--- src/rtl/lmi_cache_fill_sm.sv ---
// Cache line fill controller: invalidate sweep, miss fill (wrap/linear burst), uncached fetch, RAM grant.
// Fill request one cycle after miss detect; fill_req held until fill_ack; done one cycle after last beat.
module lmi_cache_fill_sm #(
  parameter int LINE_WORDS = 4,
  parameter int NSETS      = 64,
  parameter int ADDR_W     = 32,
  parameter int WRAP_EN    = 1
) (
  input  logic                          SYSCLK,
  input  logic                          RESET_N,
  input  logic                          req_valid,
  input  logic [ADDR_W-1:0]             req_addr,
  input  logic                          hit,
  input  logic                          uncached,
  input  logic                          bus_busy,
  input  logic                          inval_req,
  input  logic                          ram_req,
  input  logic                          fill_ack,
  input  logic                          data_valid,
  input  logic                          data_err,
  output logic                          fill_req,
  output logic [ADDR_W-1:0]             fill_addr,
  output logic                          fill_single,
  output logic                          wr_en,
  output logic [$clog2(LINE_WORDS)-1:0] wr_word,
  output logic                          tag_wr,
  output logic                          inv_en,
  output logic [$clog2(NSETS)-1:0]      inv_idx,
  output logic                          uc_valid,
  output logic                          err,
  output logic                          ram_gnt,
  output logic                          stall,
  output logic                          done,
  output logic [2:0]                    state_o
);

  localparam int CW = $clog2(LINE_WORDS);
  localparam int SW = $clog2(NSETS);
  localparam logic [ADDR_W-1:0] WORD_MASK = ~ADDR_W'(3);
  localparam logic [ADDR_W-1:0] LINE_MASK = ~ADDR_W'((2 ** (CW + 2)) - 1);

  typedef enum logic [2:0] {
    S_INIT   = 3'd0,
    S_LOOKUP = 3'd1,
    S_REQ    = 3'd2,
    S_FILL   = 3'd3,
    S_UCWAIT = 3'd4,
    S_WB     = 3'd5,
    S_GNTRAM = 3'd6
  } state_t;

  state_t            state_q, state_d;
  logic [SW-1:0]     sweep_q, sweep_d;
  logic [CW-1:0]     ptr_q, ptr_d;
  logic [CW-1:0]     beat_q, beat_d;
  logic              pend_q, pend_d;
  logic [ADDR_W-1:0] addr_q, addr_d;
  logic              unc_q, unc_d;
  logic              miss;

  assign miss    = req_valid & ~hit;
  assign state_o = state_q;

  always_ff @(posedge SYSCLK or negedge RESET_N) begin
    if (!RESET_N) begin
      state_q <= S_INIT;
      sweep_q <= '0;
      ptr_q   <= '0;
      beat_q  <= '0;
      pend_q  <= 1'b0;
      addr_q  <= '0;
      unc_q   <= 1'b0;
    end else begin
      state_q <= state_d;
      sweep_q <= sweep_d;
      ptr_q   <= ptr_d;
      beat_q  <= beat_d;
      pend_q  <= pend_d;
      addr_q  <= addr_d;
      unc_q   <= unc_d;
    end
  end

  always_comb begin
    state_d     = state_q;
    sweep_d     = sweep_q;
    ptr_d       = ptr_q;
    beat_d      = beat_q;
    pend_d      = pend_q | inval_req;
    addr_d      = addr_q;
    unc_d       = unc_q;
    fill_req    = 1'b0;
    fill_addr   = '0;
    fill_single = 1'b0;
    wr_en       = 1'b0;
    wr_word     = ptr_q;
    tag_wr      = 1'b0;
    inv_en      = 1'b0;
    inv_idx     = sweep_q;
    uc_valid    = 1'b0;
    err         = 1'b0;
    ram_gnt     = 1'b0;
    stall       = 1'b1;
    done        = 1'b0;

    case (state_q)
      S_INIT: begin
        inv_en  = 1'b1;
        sweep_d = sweep_q + SW'(1);
        if (sweep_q == SW'(NSETS - 1)) state_d = S_LOOKUP;
      end
      S_LOOKUP: begin
        stall  = miss;
        pend_d = pend_q;
        // Invalidate wins over everything; the pending flag is consumed on INIT entry.
        if (pend_q | inval_req) begin
          state_d = S_INIT;
          sweep_d = '0;
          pend_d  = 1'b0;
        end else if (ram_req & ~miss) begin
          state_d = S_GNTRAM;
        end else if (miss & ~bus_busy) begin
          state_d = S_REQ;
          addr_d  = req_addr;
          unc_d   = uncached;
        end
      end
      S_REQ: begin
        fill_req    = 1'b1;
        fill_single = unc_q;
        fill_addr   = (unc_q || (WRAP_EN != 0)) ? (addr_q & WORD_MASK) : (addr_q & LINE_MASK);
        if (fill_ack) begin
          state_d = unc_q ? S_UCWAIT : S_FILL;
          ptr_d   = (WRAP_EN != 0) ? addr_q[CW+1:2] : '0;
          beat_d  = '0;
        end
      end
      S_FILL: begin
        if (data_valid) begin
          if (data_err) begin
            err     = 1'b1;
            state_d = S_WB;
          end else begin
            wr_en  = 1'b1;
            ptr_d  = ptr_q + CW'(1);
            beat_d = beat_q + CW'(1);
            if (beat_q == CW'(LINE_WORDS - 1)) begin
              tag_wr  = 1'b1;
              state_d = S_WB;
            end
          end
        end
      end
      S_UCWAIT: begin
        if (data_valid) begin
          uc_valid = 1'b1;
          err      = data_err;
          state_d  = S_WB;
        end
      end
      S_WB: begin
        done    = 1'b1;
        state_d = S_LOOKUP;
      end
      S_GNTRAM: begin
        ram_gnt = ram_req;
        if (!ram_req) state_d = S_WB;
      end
      default: begin
        state_d = S_INIT;
        sweep_d = '0;
      end
    endcase
  end

endmodule

--- config.mk ---
export PLATFORM = sky130hd
export DESIGN_NAME = lmi_cache_fill_sm
export DESIGN_NICKNAME = d
export VERILOG_FILES = /design/src/rtl/lmi_cache_fill_sm.sv
export SDC_FILE = /design/constraint.sdc
export NUM_CORES = 1
export LEC_CHECK = 0
export ABC_CLOCK_PERIOD_IN_PS = 1500
export CORE_MARGIN = 8
export CORE_UTILIZATION = 39
export CTS_CLUSTER_SIZE = 25
export DETAILED_ROUTE_END_ITERATION = 8
export GPL_TIMING_DRIVEN = 0
export HOLD_SLACK_MARGIN = 0.05
export PLACE_DENSITY = 0.77
export REMOVE_ABC_BUFFERS = 1
export SYNTH_ARGS = -nofsm -noshare
export SYNTH_HDL_FRONTEND = slang
export SYNTH_SLANG_ARGS = --single-unit
--- constraint.sdc ---
create_clock -name SYSCLK -period 1.5 [get_ports SYSCLK]
set_input_delay 0.225 -clock SYSCLK [delete_from_list [all_inputs] [get_ports SYSCLK]]
set_output_delay 0.225 -clock SYSCLK [all_outputs]
set_load 0.03 [all_outputs]
==> results of run 1 <==
## Yosys cell counts (2+ instances only)
master / n / area, µm²
ha_1: 2 / 25.0
o21a_1: 2 / 15.0
buf_2: 2 / 10.0
nand4_1: 2 / 12.5
or3_1: 2 / 12.5
nand3_1: 3 / 15.0
a31oi_1: 2 / 12.5
o21ai_0: 13 / 65.1
and2_1: 32 / 200
mux2_2: 32 / 360
buf_6: 3 / 33.8
nor3b_1: 5 / 37.5
a21oi_1: 2 / 10.0
clkbuf_1: 4 / 15.0
buf_4: 3 / 22.5
nor2_1: 7 / 26.3
dfrtp_1: 45 / 1130
nand2_1: 7 / 26.3
a22o_1: 4 / 35.0
nor2b_1: 4 / 25.0
or2_2: 2 / 12.5
nand2b_1: 3 / 18.8
inv_1: 2 / 7.51
and3b_1: 2 / 17.5
and3_1: 3 / 18.8
## repair_timing
action | 4_1_cts | 5_1_grt
gates cloned | 5 | 0
pin swaps | 26 | 25
buffers inserted | 35 | 5
hold buffers | 1 | 0
resized for setup | 367 | 42
hold endpoints to repair | 17 | 0
setup endpoints to repair | 94 | 82
## worst paths after layout
kind                       slack (ps)                      to  depth (start not counted)              startpoint
setup / recovery                 -370                     err                          6  state_o[0]$_DFFE_PN0P_
hold / removal                    390  inv_idx[4]$_DFFE_PN0P_                          2                 RESET_N
setup reg to reg                 -320   addr_q[6]$_DFFE_PN0P_                          6  state_o[2]$_DFFE_PN0P_
hold reg to reg                   510  addr_q[30]$_DFFE_PN0P_                          1  addr_q[30]$_DFFE_PN0P_
max in group asynchronous         600  addr_q[23]$_DFFE_PN0P_                          3                 RESET_N
min in group SYSCLK               510  addr_q[30]$_DFFE_PN0P_                          1  addr_q[30]$_DFFE_PN0P_
## critical path: cells and delay by family (launching register included)
kind	cells	cell delay, ps
buffers and inverters	3	470
DFF	1	470
and+or+nand+nor	2	340
AOI/OAI and AO/OA	1	60
## flip-flops by register name (all words and copies together), names as in the netlist
register,flops
inv_idx,6
state_o,3
beat_q,2
addr_q,30
unc_q,1
pend_q,1
wr_word,2
## cell type report
cell class                      instances  share of cell area [%]
Clock buffer                            5                    1.71
Clock inverter                          3                    1.62
Inverter                                2                   0.249
Multi-Input combinational cell        148                    34.0
Sequential cell                        45                    28.1
Tap cell                               75                    2.34
Timing Repair Buffer                  127                    32.0
## through the flow
| step | setup TNS, ps | total power, W |
|---|---|---|
| final | -21230 | 0.00647 |
| after global routing | -26130 | 0.00680 |
| after CTS | -19330 | 0.00621 |
| after detailed placement | -67720 | 0.00432 |
| after global placement | -190970 | 0.00418 |
| after floorplan | -79460 | 0.00342 |
## placed cells by master, fill, tap and decap left out, types with 3 or more instances in the layout
| master | Yosys | routed |
|---|---|---|
| a22o_1 | 4 | 4 |
| and2_4 | 0 | 31 |
| and3_1 | 3 | 3 |
| buf_4 | 3 | 20 |
| buf_6 | 3 | 53 |
| clkbuf_8 | 0 | 5 |
| clkdlybuf4s50_1 | 0 | 39 |
| dfrtp_1 | 45 | 42 |
| dfrtp_2 | 0 | 3 |
| dlygate4sd2_1 | 0 | 6 |
| mux2_2 | 32 | 32 |
| nand2_1 | 7 | 7 |
| nand3_1 | 3 | 3 |
| nand3_4 | 0 | 3 |
| nor2_1 | 7 | 3 |
| nor2_2 | 0 | 3 |
| nor2b_1 | 4 | 4 |
| nor3b_4 | 0 | 4 |
| o21ai_1 | 0 | 11 |
## power by group
part | internal, W | total [W] | leakage, nW | switching [W]
combinational | 0.00168 | 0.00325 | 1.23 | 0.00157
sequential | 0.00173 | 0.00212 | 0.599 | 0.000398
clock | 0.000662 | 0.00110 | 0.0681 | 0.000438
## kinds of logic after synthesis
family | count (synthesis) | synth area share (%)
AND/OR/NAND/NOR | 79 | 21.1
flip-flops | 45 | 48.6
multiplexers | 33 | 16.0
AO/OA/AOI/OAI | 30 | 9.23
buffers and inverters | 14 | 3.83
adder cells (fa/ha/maj) | 2 | 1.08
other | 1 | 0.162
## layer usage
layer	global-route usage, %	routed length [µm]
met3	6.09	585
met5	0	0
met2	31.8	3960
met1	18.3	2840
met4	3.22	37
==> flow_summary.json, run 1 <==
{
  "seq_area_um2": 1130,
  "drt_iter0_drc": 63,
  "clk_latency_ps": 300,
  "status": "complete, but fails checks",
  "ios": 96,
  "synthFlopType": "dfrtp_1",
  "drt_wl_total_um": 7430,
  "fin_cells": 405,
  "grt_setup_unrepaired": "true",
  "hpwl_um": 4440,
  "dp_worst_setup_slack_ps": -1120,
  "grt_use_total_pct": 17.2,
  "num-nets-final": 374,
  "final_util_pct": 69.1,
  "worst_path_largest_cell_delay_ps": 470,
  "portBuffers": 91,
  "critical_path_class": "reg2out",
  "vias_per_cell": 5.17,
  "die_w_um": 93.1,
  "setup_violations": 79,
  "synth_cell_types": 41,
  "cpMaxStageDelayCell": "dfrtp_2",
  "worst_slew_pin_slew_ps": 549,
  "min_period_ps": 1870,
  "ant_nets": 0,
  "leakage_nw": 1.90,
  "drc_errors": 0,
  "fin_hold_ws_ps": 394,
  "power_density_nw_per_um2": 1610,
  "critPathMostFrequentCell": "buf_6",
  "die_y_um": 93.1,
  "wire_per_inst_um": 18.3,
  "n_antenna_cell": 0,
  "startpoint_type": "flop",
  "yosysWarnings": 0,
  "synth.avg_cell_area_um2": 11.4,
  "finalCritPeriodShare_pct": 125,
  "grt_pass1_vias": 2271,
  "globalplace.congestion": 0.736,
  "num-fill-cells": 467,
  "drive_gt1_share_pct": 55.2,
  "grt_max_degree": 29,
  "htree_num_levels": 2,
  "cp.arrival_ps": 1650,
  "core-area_um2": 5820,
  "max_freq_ghz": 0.534,
  "cp.required_ps": 1270,
  "peakVddDrop_mv": 0.944,
  "vias": 2095,
  "async_reset_ff_share_pct": 100,
  "syn_to_final_growth_pct": 73.3,
  "violations": "negative setup slack",
  "rows": 28,
  "skew_ps": 5.07,
  "antenna_found_initial": 0,
  "synth_edf_count": 0,
  "root_buffer": "clkbuf_8",
  "drtPass1Iterations": 4,
  "end_kind": "primary output",
  "synthCells": 204,
  "drv_cap": 0,
  "crit_fanout": 6,
  "ys_ff_latch": 45,
  "placed_cells": 362,
  "worst_hold_path_type": "in2async",
  "postLayoutCellArea_um2": 4020,
  "synth_area_um2": 2320,
  "clockBufferDepth": 2,
  "yosysSeqAreaShare_pct": 48.6,
  "grt_first_pass_wirelength_um": 11900,
  "maxSlewViolCount": 0,
  "cts_tree": "built",
  "path_clk_slew_ps": 90,
  "multi_input_area_um2": 1360,
  "gr-total-overflow": 0,
  "clock_sinks": 45,
  "dieArea_um2": 8660,
  "dpl_cell_area_um2": 3290,
  "slew_headroom_pct": 63.4,
  "worst_slack_ps": -371,
  "start_util_pct": 39.8,
  "cts_made_buffers": 5,
  "final-hold-violation-count": 0,
  "path_cells": "buf_6, nand3b_1, buf_4, o21ai_1, and3_1, buf_6"
}
(Power assumes the default switching activity.)
==> run 2, diff against run 1 <==
--- a/config.mk
+++ b/config.mk
@@ -10,10 +10,10 @@
 export CORE_UTILIZATION = 39
 export CTS_CLUSTER_SIZE = 25
 export DETAILED_ROUTE_END_ITERATION = 8
-export GPL_TIMING_DRIVEN = 0
 export HOLD_SLACK_MARGIN = 0.05
 export PLACE_DENSITY = 0.77
 export REMOVE_ABC_BUFFERS = 1
+export SETUP_SLACK_MARGIN = 0.2
 export SYNTH_ARGS = -nofsm -noshare
 export SYNTH_HDL_FRONTEND = slang
 export SYNTH_SLANG_ARGS = --single-unit
==> run 2 against run 1 <==
Compared with the run above:
- the flow still finishes with violations (negative setup slack)
- sequential power is 4% lower
- first-iteration DRC count decreased by 16%
- critical endpoint is now fill_addr[19]
- global-route usage down 1.6 points
- utilization increased by 2.1 points
- routed wire length decreased by 5.9%
- sequential share of layout area down 0.90 points
- clock skew decreased by 1.7 ps
- total power down 1.0%
==> flow_summary.json, run 2 (same netlist as run 1, synthesis figures left out) <==
{
  "crit_fanout": 5,
  "grt_first_pass_wirelength_um": 10800,
  "power_density_nw_per_um2": 1550,
  "crit_start": "state_o[0]$_DFFE_PN0P_",
  "ios": 96,
  "cp.required_ps": 1270,
  "n_antenna_cell": 0,
  "status": "complete, but fails checks",
  "maxSlewViolCount": 0,
  "portBuffers": 91,
  "vias_per_cell": 4.84,
  "htree_num_levels": 2,
  "regMostFlops": "addr_q",
  "postLayoutCellArea_um2": 4140,
  "vias": 2067,
  "syn_to_final_growth_pct": 78.7,
  "grt_pass1_vias": 2264,
  "worst_slack_ps": -361,
  "max_freq_ghz": 0.537,
  "path_clk_slew_ps": 80,
  "leakage_nw": 2.02,
  "worst_hold_path_type": "in2async",
  "start_util_pct": 39.8,
  "drt_wl_total_um": 6990,
  "drtPass1Iterations": 4,
  "grt_max_degree": 22,
  "drv_cap": 0,
  "fin_cells": 427,
  "clk_latency_ps": 290,
  "die_y_um": 93.1,
  "p_total_w": 0.00640,
  "num-nets-final": 396,
  "antenna_found_initial": 0,
  "grt_use_total_pct": 15.6,
  "drc_errors": 0,
  "finalCritPeriodShare_pct": 124,
  "gr-total-overflow": 0,
  "clockBufferDepth": 2,
  "peakVddDrop_mv": 0.865,
  "skew_ps": 3.33,
  "root_buffer": "clkbuf_8",
  "dieArea_um2": 8660,
  "drt_iter0_drc": 53,
  "dpl_cell_area_um2": 3420,
  "startpoint_type": "flop",
  "fin_hold_ws_ps": 398,
  "critical_path_class": "reg2out",
  "hpwl_um": 4690,
  "end_kind": "primary output",
  "wire_per_inst_um": 16.4,
  "core-area_um2": 5820,
  "min_period_ps": 1860,
  "r2r-start": "state_o[0]$_DFFE_PN0P_",
  "die_w_um": 93.1,
  "placed_cells": 395,
  "cts_tree": "built",
  "clock_sinks": 45,
  "violations": "negative setup slack",
  "grt_setup_unrepaired": "true",
  "cts_made_buffers": 5,
  "largest_reg_flops": 30,
  "cp.arrival_ps": 1640,
  "drive_gt1_share_pct": 54.8,
  "layout_common_cells": "buf_6, dfrtp_1, clkdlybuf4s50_1, buf_4, mux2_2",
  "rows": 28,
  "globalplace.congestion": 0.794,
  "ant_nets": 0,
  "layout_commonest_cell": "buf_6",
  "setup_violations": 83,
  "final-hold-violation-count": 0
}
run 2: changes by cell type in the layout (fill, tap and decap cells not counted), sizes merged:
cell,previous run,this run
bufinv,2,1
dlygate4sd2,6,0
clkdlybuf4s15,1,3
clkinv,1,0
nand3,6,4
clkbuf,7,14
clkdlybuf4s18,0,1
buf,78,100
run 2: critical path, cell delays in order, from the launching register on:
cell,delay (ps)
dfrtp_1,420
buf_4,160
nor3b_4,210
buf_6,160
clkbuf_16,140
and2_4,130
buf_6,120
run 2: final timing paths:
kind / to / slack [ps] / cells after the start
min in group SYSCLK: addr_q[24]$_DFFE_PN0P_ / 500 / 1
hold reg to reg: addr_q[24]$_DFFE_PN0P_ / 500 / 1
setup / recovery: fill_addr[19] / -360 / 6
max in group asynchronous: addr_q[23]$_DFFE_PN0P_ / 480 / 3
hold / removal: inv_idx[0]$_DFFE_PN0P_ / 400 / 2
setup reg to reg: addr_q[5]$_DFFE_PN0P_ / -340 / 8
run 2: area by class of cell:
| type | count | area (µm²) |
|---|---|---|
| Tap cell | 75 | 93.8 |
| Clock inverter | 1 | 30.0 |
| Multi-Input combinational cell | 146 | 1250 |
| Clock buffer | 7 | 86.3 |
| Fill cell | 414 | 1680 |
| Inverter | 2 | 10.0 |
| Timing Repair Buffer | 151 | 1540 |
| Sequential cell | 45 | 1130 |
run 2: per-stage QoR:
step	TNS, ps	utilization, %	setup WS, ps
5_1_grt	-29150	71.2	-418
3_3_place_gp	-9900	58.8	-228
6_report	-23940	71.2	-361
2_1_floorplan	-79460	-	-1800
4_1_cts	-23060	69.1	-342
3_5_place_dp	-10500	58.8	-245
run 2: per-layer routing:
metal	GRT usage [%]	routed length, µm	part of all wire (%)	up-vias
li1	-	-	-	1000
met1	16.8	2840	41	1003
met2	28.2	3530	50	57
met3	5.85	569	8.1	7
met4	3.49	55	0.79	0
met5	0	0	0	-
run 2: repair_timing:
action | CTS | global route
resized for setup | 118 | 21
hold buffers | 1 | 0
endpoints found under the setup margin | 94 | 93
gates cloned | 3 | 3
hold endpoints to repair | 14 | 0
pin swaps | 12 | 6
buffers inserted | 13 | 4
run 2: power by group:
group	switching [W]	total, W	leakage (nW)	internal (W)
sequential	0.000308	0.00203	0.603	0.00172
combinational	0.00155	0.00343	1.36	0.00189
clock	0.000395	0.000939	0.0585	0.000543
==> run 3, diff against run 2 <==
--- a/config.mk
+++ b/config.mk
@@ -5,13 +5,15 @@
 export SDC_FILE = /design/constraint.sdc
 export NUM_CORES = 1
 export LEC_CHECK = 0
-export ABC_CLOCK_PERIOD_IN_PS = 1500
+export ABC_CLOCK_PERIOD_IN_PS = 1750
+export CELL_PAD_IN_SITES_DETAIL_PLACEMENT = 1
+export CELL_PAD_IN_SITES_GLOBAL_PLACEMENT = 1
 export CORE_MARGIN = 8
-export CORE_UTILIZATION = 39
+export CORE_UTILIZATION = 32
 export CTS_CLUSTER_SIZE = 25
 export DETAILED_ROUTE_END_ITERATION = 8
 export HOLD_SLACK_MARGIN = 0.05
-export PLACE_DENSITY = 0.77
+export PLACE_DENSITY_LB_ADDON = 0.1
 export REMOVE_ABC_BUFFERS = 1
 export SETUP_SLACK_MARGIN = 0.2
 export SYNTH_ARGS = -nofsm -noshare
==> constraint.sdc (replaced) <==
create_clock -name SYSCLK -period 1.75 [get_ports SYSCLK]
set_input_delay 0.2625 -clock SYSCLK [delete_from_list [all_inputs] [get_ports SYSCLK]]
set_output_delay 0.2625 -clock SYSCLK [all_outputs]
set_load 0.03 [all_outputs]
==> run 3 against run 2 <==
Compared with the run above:
- the run still ends with negative setup slack left
- first-iteration DRC count down 13%
- critical path depth unchanged
- flip-flop and latch count unchanged
- final cell count up 6.8%
- total power down 11%
- sequential share of layout area down 1.4 points
==> flow_summary.json, run 3 (same netlist as run 1, synthesis figures left out) <==
{
  "critPathMostFrequentCell": "buf_6",
  "grt_max_degree": 46,
  "regMostFlops": "addr_q",
  "multi_input_area_um2": 1320,
  "grt_first_pass_wirelength_um": 12700,
  "hpwl_um": 4940,
  "seq_area_um2": 1130,
  "worst_hold_path_type": "in2async",
  "end_kind": "primary output",
  "die_y_um": 101,
  "busiest_layer": "met2",
  "drt_wl_total_um": 8460,
  "gr-usage-met1_pct": 17.5,
  "cpMaxStageDelayCell": "dfrtp_2",
  "status": "complete, but fails checks",
  "cp.required_ps": 1490,
  "final-hold-violation-count": 0,
  "cp.depth": 6,
  "drt_iter0_drc": 46,
  "use_met2_pct": 29.0,
  "p_comb_share_pct": 54.3,
  "portBuffers": 91,
  "pwr-share-clk_pct": 14.1,
  "grt_setup_unrepaired": "true",
  "finalCritPeriodShare_pct": 109,
  "fin_setup_tns_ps": -5850,
  "pwr-share-seq_pct": 31.6,
  "violations": "negative setup slack",
  "cts_tree": "built",
  "crit_fanout": 5,
  "n_antenna_cell": 0,
  "cp.arrival_ps": 1650,
  "grt_use_total_pct": 15.9,
  "clock_sinks": 45,
  "startpoint_type": "flop",
  "num-fill-cells": 749,
  "vias": 2178,
  "postLayoutCellArea_um2": 4370,
  "critPathBufInv": 2,
  "vias_per_cell": 4.78,
  "grt_use_met3_pct": 5.39,
  "cts_made_buffers": 5,
  "syn_to_final_growth_pct": 88.6,
  "r2r_cells": 6,
  "drv_cap": 0,
  "layout_commonest_cell": "buf_6",
  "critical_path_class": "reg2out",
  "worst_slack_ps": -159,
  "clockBufferDepth": 2,
  "ios": 96,
  "setup_violations": 72,
  "power_switching_w": 0.00208,
  "dieArea_um2": 10200,
  "worst_path_largest_cell_delay_ps": 470,
  "rows": 31,
  "num-nets-final": 401,
  "htree_num_levels": 2,
  "p_sw_share_pct": 36.7,
  "path_clk_slew_ps": 90,
  "antenna_found_initial": 0,
  "globalplace.congestion": 0.743,
  "drtPass1Iterations": 4,
  "min_period_ps": 1910,
  "critPathTopFamily": "flip-flops",
  "intPower_w": 0.00360,
  "die_w_um": 101,
  "dpl_cell_area_um2": 3390,
  "gr-total-overflow": 0,
  "drive_gt1_share_pct": 58.0,
  "clk_latency_ps": 300,
  "leakage_nw": 2.10,
  "skew_ps": 12.3,
  "path_cells": "buf_6, and3b_1, o21ai_2, nor2_2, and2_4, buf_6",
  "ant_nets": 0,
  "maxSlewViolCount": 0,
  "start_util_pct": 32.5,
  "core-area_um2": 7140,
  "peakVddDrop_mv": 0.594,
  "drc_errors": 0,
  "largest_reg_flops": 30,
  "layout_common_cells": "buf_6, dfrtp_1, clkdlybuf4s50_1",
  "grt_pass1_vias": 2413,
  "max_freq_ghz": 0.524,
  "fin_hold_ws_ps": 477,
  "root_buffer": "clkbuf_8",
  "power_density_nw_per_um2": 1300,
  "wire_per_inst_um": 18.6
}
[run 3: changes by cell type in the layout (fill, tap and decap cells not counted), moves of 3 or more]
cell,previous run,this run
and2_1,9,0
o21ai_1,9,6
buf_4,39,30
clkbuf_2,4,0
dlygate4sd2_1,0,8
buf_6,56,64
and2_4,23,32
buf_16,1,4
[run 3: path summary, 6_finish.rpt]
| path | start | end | slack (ps) |
|---|---|---|---|
| max | state_o[0]$_DFFE_PN0P_ | tag_wr | -160 |
| min | RESET_N | addr_q[5]$_DFFE_PN0P_ | 480 |
| max reg2reg | state_o[0]$_DFFE_PN0P_ | state_o[0]$_DFFE_PN0P_ | -80 |
| min reg2reg | inv_idx[5]$_DFFE_PN0P_ | inv_idx[5]$_DFFE_PN0P_ | 490 |
| max in group asynchronous | RESET_N | state_o[1]$_DFFE_PN0P_ | 1030 |
| min in group SYSCLK | inv_idx[5]$_DFFE_PN0P_ | inv_idx[5]$_DFFE_PN0P_ | 490 |
[run 3: power groups by stage]
stage	logic (W)	registers, W	clock network [W]
6_report	0.00309	0.00180	0.000801
5_1_grt	0.00331	0.00187	0.000870
4_1_cts	0.00262	0.00176	0.000836
3_5_place_dp	0.00215	0.00177	0
3_3_place_gp	0.00210	0.00174	0
2_1_floorplan	0.00105	0.00188	0
[run 3: worst min-delay path: cells and delay by family]
family	cells	cell delay, ps
buf+inv	3	880
[run 3: per-layer routing]
layer,up-vias,part of all wire [%]
li1,1012,-
met1,1109,38
met2,51,55
met3,6,6.3
met4,0,0.66
met5,-,0
[run 3: repair_timing]
item | 4_1_cts | 5_1_grt
gates cloned | 5 | 2
buffers inserted | 18 | 15
endpoints found under the hold margin | 45 | 0
endpoints found under the setup margin | 91 | 85
hold buffers | 1 | 0
resized for setup | 102 | 57
pin swaps | 12 | 35
[run 3: cell type report]
type                            instances  share of cell area [%]
Timing Repair Buffer                  156                    38.4
Multi-Input combinational cell        146                    30.2
Sequential cell                        45                    25.8
Tap cell                               99                    2.84
Clock buffer                            6                    1.66
Clock inverter                          2                   0.888
Inverter                                2                   0.229
[run 3: per-stage QoR]
step	setup WS [ps]	util, %	total power, W	instances
2_1_floorplan	-1590	-	0.00293	193
3_3_place_gp	-46.3	47.5	0.00385	407
3_5_place_dp	-73.6	47.5	0.00392	407
4_1_cts	-135	56.8	0.00522	439
5_1_grt	-225	61.2	0.00605	456
6_report	-159	61.2	0.00569	456
